File: src/rtl/apb_master.sv
// apb_master: APB requester bridging a one-outstanding valid/ready command channel
// and a valid/ready response channel onto a single APB SETUP+ACCESS transfer.
// Optional feature macro: APB_TIMEOUT_EN enables the ACCESS-phase watchdog
// (abort after TIMEOUT_CYC unanswered ACCESS cycles). Without it, ACCESS waits
// indefinitely and rsp_timeout is constantly 0.
module apb_master #(
    parameter int unsigned ADDR_W      = 32,
    parameter int unsigned DATA_W      = 32,
    parameter int unsigned TIMEOUT_CYC = 16
) (
    input  logic              pclk,
    input  logic              preset,
    // host command channel
    input  logic              cmd_valid,
    output logic              cmd_ready,
    input  logic              cmd_write,
    input  logic [ADDR_W-1:0] cmd_addr,
    input  logic [DATA_W-1:0] cmd_wdata,
    // host response channel
    output logic              rsp_valid,
    input  logic              rsp_ready,
    output logic [DATA_W-1:0] rsp_rdata,
    output logic              rsp_err,
    output logic              rsp_timeout,
    // APB requester side
    output logic              psel,
    output logic              penable,
    output logic              pwrite,
    output logic [ADDR_W-1:0] paddr,
    output logic [DATA_W-1:0] pwdata,
    input  logic [DATA_W-1:0] prdata,
    input  logic              pready,
    input  logic              pslverr
);

    if (TIMEOUT_CYC < 1) begin : g_bad_timeout_cyc
        $error("apb_master: TIMEOUT_CYC must be >= 1");
    end

    typedef enum logic [1:0] {
        S_IDLE   = 2'd0,
        S_SETUP  = 2'd1,
        S_ACCESS = 2'd2,
        S_RESP   = 2'd3
    } state_e;

    state_e state_q, state_d;

    logic              cmd_ready_q,   cmd_ready_d;
    logic              psel_q,        psel_d;
    logic              penable_q,     penable_d;
    logic              pwrite_q,      pwrite_d;
    logic [ADDR_W-1:0] paddr_q,       paddr_d;
    logic [DATA_W-1:0] pwdata_q,      pwdata_d;
    logic              rsp_valid_q,   rsp_valid_d;
    logic [DATA_W-1:0] rsp_rdata_q,   rsp_rdata_d;
    logic              rsp_err_q,     rsp_err_d;
    logic              rsp_timeout_q, rsp_timeout_d;

    logic cmd_accept;
    logic timeout_hit;

    assign cmd_accept = cmd_valid && cmd_ready_q;

`ifdef APB_TIMEOUT_EN
    localparam int unsigned CNT_W = $clog2(TIMEOUT_CYC + 1);

    logic [CNT_W-1:0] tmo_cnt_q, tmo_cnt_d;

    // Watchdog next value: cleared in SETUP so it starts at 0 on entry to ACCESS,
    // then counts every ACCESS cycle that ends without pready.
    always_comb begin
        tmo_cnt_d = tmo_cnt_q;
        if (state_q == S_SETUP) begin
            tmo_cnt_d = '0;
        end else if ((state_q == S_ACCESS) && !pready) begin
            tmo_cnt_d = tmo_cnt_q + 1'b1;
        end
    end

    // Watchdog counter register.
    always_ff @(posedge pclk) begin
        if (preset) begin
            tmo_cnt_q <= '0;
        end else begin
            tmo_cnt_q <= tmo_cnt_d;
        end
    end

    // The edge that would make the count reach TIMEOUT_CYC is the abort edge;
    // pready on that same edge takes priority (normal completion).
    assign timeout_hit = (state_q == S_ACCESS) && !pready &&
                         (tmo_cnt_q == CNT_W'(TIMEOUT_CYC - 1));
`else
    assign timeout_hit = 1'b0;
`endif

    // State register and all registered outputs.
    always_ff @(posedge pclk) begin
        if (preset) begin
            state_q       <= S_IDLE;
            cmd_ready_q   <= 1'b1;
            psel_q        <= 1'b0;
            penable_q     <= 1'b0;
            pwrite_q      <= 1'b0;
            paddr_q       <= '0;
            pwdata_q      <= '0;
            rsp_valid_q   <= 1'b0;
            rsp_rdata_q   <= '0;
            rsp_err_q     <= 1'b0;
            rsp_timeout_q <= 1'b0;
        end else begin
            state_q       <= state_d;
            cmd_ready_q   <= cmd_ready_d;
            psel_q        <= psel_d;
            penable_q     <= penable_d;
            pwrite_q      <= pwrite_d;
            paddr_q       <= paddr_d;
            pwdata_q      <= pwdata_d;
            rsp_valid_q   <= rsp_valid_d;
            rsp_rdata_q   <= rsp_rdata_d;
            rsp_err_q     <= rsp_err_d;
            rsp_timeout_q <= rsp_timeout_d;
        end
    end

    // Next-state logic: IDLE -> SETUP -> ACCESS -> RESP -> IDLE.
    always_comb begin
        state_d = state_q;
        case (state_q)
            S_IDLE: begin
                if (cmd_accept) begin
                    state_d = S_SETUP;
                end
            end
            S_SETUP: begin
                state_d = S_ACCESS;
            end
            S_ACCESS: begin
                if (pready || timeout_hit) begin
                    state_d = S_RESP;
                end
            end
            S_RESP: begin
                if (rsp_valid_q && rsp_ready) begin
                    state_d = S_IDLE;
                end
            end
            default: begin
                state_d = S_IDLE;
            end
        endcase
    end

    // Output next values; every field holds unless the current state changes it.
    always_comb begin
        cmd_ready_d   = cmd_ready_q;
        psel_d        = psel_q;
        penable_d     = penable_q;
        pwrite_d      = pwrite_q;
        paddr_d       = paddr_q;
        pwdata_d      = pwdata_q;
        rsp_valid_d   = rsp_valid_q;
        rsp_rdata_d   = rsp_rdata_q;
        rsp_err_d     = rsp_err_q;
        rsp_timeout_d = rsp_timeout_q;
        case (state_q)
            S_IDLE: begin
                if (cmd_accept) begin
                    cmd_ready_d = 1'b0;
                    psel_d      = 1'b1;
                    penable_d   = 1'b0;
                    pwrite_d    = cmd_write;
                    paddr_d     = cmd_addr;
                    pwdata_d    = cmd_wdata;
                end
            end
            S_SETUP: begin
                penable_d = 1'b1;
            end
            S_ACCESS: begin
                if (pready) begin
                    psel_d        = 1'b0;
                    penable_d     = 1'b0;
                    rsp_valid_d   = 1'b1;
                    rsp_err_d     = pslverr;
                    rsp_timeout_d = 1'b0;
                    rsp_rdata_d   = (!pwrite_q && !pslverr) ? prdata : '0;
                end else if (timeout_hit) begin
                    psel_d        = 1'b0;
                    penable_d     = 1'b0;
                    rsp_valid_d   = 1'b1;
                    rsp_err_d     = 1'b1;
                    rsp_timeout_d = 1'b1;
                    rsp_rdata_d   = '0;
                end
            end
            S_RESP: begin
                if (rsp_valid_q && rsp_ready) begin
                    rsp_valid_d = 1'b0;
                    cmd_ready_d = 1'b1;
                end
            end
            default: begin
                cmd_ready_d   = 1'b1;
                psel_d        = 1'b0;
                penable_d     = 1'b0;
                pwrite_d      = 1'b0;
                paddr_d       = '0;
                pwdata_d      = '0;
                rsp_valid_d   = 1'b0;
                rsp_rdata_d   = '0;
                rsp_err_d     = 1'b0;
                rsp_timeout_d = 1'b0;
            end
        endcase
    end

    assign cmd_ready   = cmd_ready_q;
    assign psel        = psel_q;
    assign penable     = penable_q;
    assign pwrite      = pwrite_q;
    assign paddr       = paddr_q;
    assign pwdata      = pwdata_q;
    assign rsp_valid   = rsp_valid_q;
    assign rsp_rdata   = rsp_rdata_q;
    assign rsp_err     = rsp_err_q;
    assign rsp_timeout = rsp_timeout_q;

endmodule

File: config.mk
export PLATFORM = sky130hd
export DESIGN_NAME = apb_master
export DESIGN_NICKNAME = d
export VERILOG_FILES = /design/src/rtl/apb_master.sv
export SDC_FILE = /design/constraint.sdc
export NUM_CORES = 1
export LEC_CHECK = 0
export CORE_MARGIN = 2
export CORE_UTILIZATION = 39
export CTS_CLUSTER_DIAMETER = 60
export DETAILED_ROUTE_END_ITERATION = 8
export GPL_TIMING_DRIVEN = 0
export PLACE_DENSITY = 0.92
export SLEW_MARGIN = 0
export SYNTH_ARGS = -nofsm -noshare
export SYNTH_HDL_FRONTEND = slang
export SYNTH_SLANG_ARGS = --single-unit
File: constraint.sdc
create_clock -name pclk -period 1.9 [get_ports pclk]
set_clock_uncertainty 0.1 [all_clocks]
set_input_delay 0.285 -clock pclk [delete_from_list [all_inputs] [get_ports pclk]]
set_output_delay 0.285 -clock pclk [all_outputs]
set_load 0.01 [all_outputs]
==> metrics.yaml <==
synth_fp_nets: 545
final_common_cell: "clkdlybuf4s50_1"
diodes: 0
first_pass_iters: 5
start_util_pct: 39.8
worstSetupStartpointType: "register"
power.leakage_nw: 2.27
die_w_um: 103
ctsHoldBuffers: 0
postLayoutCellArea_um2: 6280
fp.coreArea_um2: 9640
path_depth: 1
drt_wl_total_um: 11500
layout_min_cycle_time_ns: 1.80
drtIter0Drc: 130
report.final.hold_viol_count: 0
worstPathCellList: "clkdlybuf4s50_1"
final_util_pct: 65.1
critical_path.top_delay_family: "buffers and inverters"
via_count: 3761
period_share_pct: 94.7
avgSynthCellArea_um2: 8.76
drv_slew: 0
row_count: 36
synth-xor-area-share_pct: 0
postCtsSetupBuffers: 0
grtUsageTotal_pct: 21.1
ys_seq_area_share_pct: 54.3
place.gp.congestion: 0.825
slowest_stage: "clkdlybuf4s50_1"
wl_per_cell_um: 14.5
drc: 0
placed_area_um2: 6030
crit_buf_inv: 1
power_density_nw_per_um2: 1040
ys_seq_elements: 104
syn_area_um2: 3840
max-slew-margin-rel_pct: 65.6
nets: 759
worstPathRequired_ns: 1.51
muxShareOfSynthArea_pct: 0.522
vias_per_cell: 4.76
rsz0062_at_grt: "true"
worst_setup_path_end_kind: "output pin"
io_buffers: 203
setup_viol: 0
synthAdderAreaFrac_pct: 1.30
cts_inserted_buffers: 9
worst_slew_pin_slew_ns: 0.516
cts-root-buf: "clkbuf_8"
die_h_um: 103
holdWs_ns: 0.179
dieArea_um2: 10600
insertion_delay_ns: 0.35
peakVddDrop_mv: 0.561
worst_path_largest_cell_delay_ns: 0.61
drive_gt1_share_pct: 9.44
crit_path_max_fanout: 8
cts_tree: "built"
clock_path_buffers: 2
antenna_found_initial: 0
fin_setup_tns_ns: 0
timing.final.ws_setup_ns: 0.100
clock.fmax_ghz: 0.556
io_pins: 206
grt_pass1_wl_um: 17500
synth.distinct_cells: 30
yosys.area_share.simple_pct: 18.3
grt_pass1_vias: 3725
cts_resized: 0
drv_cap: 0
clkTransAtPathRegs_ns: 0.09
r2r_cells: 8
synth_top_family_by_area: "compound AO/OA/AOI/OAI gates"
path_class: "reg2out"
numClockSinks: 104
syn2layout_area_growth_pct: 63.6
hold_class: "in2reg"
most-common-layout-cells: "clkdlybuf4s50_1, nand2_1, dfxtp_1, a21oi_1, nor2_1"
pre_cts_ws_ns: 0.0934
h-tree-depth: 3
whs_path_depth: 3
arrival_ns: 1.41
yosysWarnings: 0
grt_max_degree: 16
ant_nets: 0
dp_hpwl_um: 8860
gr-total-overflow: 0
status: "finished, final reports clean"
syn_inst: 438
synth_compound_area_share_pct: 19.2
## metal layers
| layer | vias up | GRT usage (%) | wire length (um) |
|---|---|---|---|
| met1 | 1728 | 22.9 | 4510 |
| met3 | 25 | 5.65 | 713 |
| met4 | 0 | 7.59 | 277 |
| li1 | 1870 | - | - |
| met2 | 138 | 39.1 | 5970 |
| met5 | - | 0 | 0 |
## cell usage after synthesis (all sizes together)
| cell | instances | area, um2 |
|---|---|---|
| nand2 | 136 | 510 |
| dfxtp | 104 | 2080 |
| a21oi | 68 | 412 |
| nor2 | 33 | 124 |
| a22oi | 32 | 240 |
| buf | 27 | 203 |
| clkbuf | 8 | 30.0 |
| ha | 4 | 50.1 |
| nand2b | 4 | 25.0 |
| a211oi | 3 | 27.5 |
| inv | 3 | 11.3 |
| mux2i | 2 | 20.0 |
| nand3 | 2 | 10.0 |
| o21bai | 2 | 15.0 |
| a21o | 1 | 7.51 |
| a221o | 1 | 10.0 |
| a32oi | 1 | 8.76 |
| and2 | 1 | 6.26 |
| and3 | 1 | 6.26 |
| and4bb | 1 | 12.5 |
| conb | 1 | 3.75 |
| nor2b | 1 | 6.26 |
| o21ai | 1 | 5.00 |
| o21ba | 1 | 10.0 |
## kinds of logic (layout without fill, tap and decap cells)
group | Yosys count | count (layout)
and+or+nand+nor | 179 | 179
AOI/OAI and AO/OA | 110 | 110
DFF | 104 | 104
buffers and inverters | 38 | 257
adders and majority gates | 4 | 4
muxes | 2 | 2
other | 1 | 1
## state kept, by name, indices dropped and copies added, names as in the netlist
| register | flops |
|---|---|
| psel | 1 |
| cmd_ready | 1 |
| pwdata | 32 |
| paddr | 32 |
| rsp_rdata | 32 |
| rsp_valid | 1 |
| pwrite | 1 |
| penable | 1 |
| state_q | 2 |
| rsp_err | 1 |
## metrics by stage
stage	cells	total power [mW]
2_1_floorplan	438	3.91
3_3_place_gp	774	4.91
3_5_place_dp	774	5.01
4_1_cts	790	6.59
5_1_grt	790	6.90
6_report	790	6.52
## report_power, final
group | internal [mW] | switching (mW) | total, mW
combinational | 1.19 | 1.09 | 2.28
clock | 0.853 | 0.706 | 1.56
sequential | 2.50 | 0.184 | 2.68
## path summary, 6_finish.rpt
check,slack (ns),to,start
worst max-delay path,0.10,cmd_ready,cmd_ready$_SDFFE_PP1P_
worst min-delay path,0.18,penable$_SDFFE_PP0P_,preset
worst max register to register,0.11,pwdata[9]$_SDFFE_PP0P_,state_q[0]$_SDFFE_PP0P_
worst min register to register,0.36,pwdata[13]$_SDFFE_PP0P_,pwdata[13]$_SDFFE_PP0P_
## final cells by class
cell class / count / area, um2
fillers: 816 / 3360
flip-flops and latches: 104 / 2080
repair buffers: 203 / 2030
multi-input cells: 296 / 1510
plain buffers: 35 / 241
clock buffers: 14 / 173
well taps: 133 / 166
clock inverters: 2 / 60.1
inverters: 3 / 11.3
No activity file was read; power rests on OpenSTA's default activity.
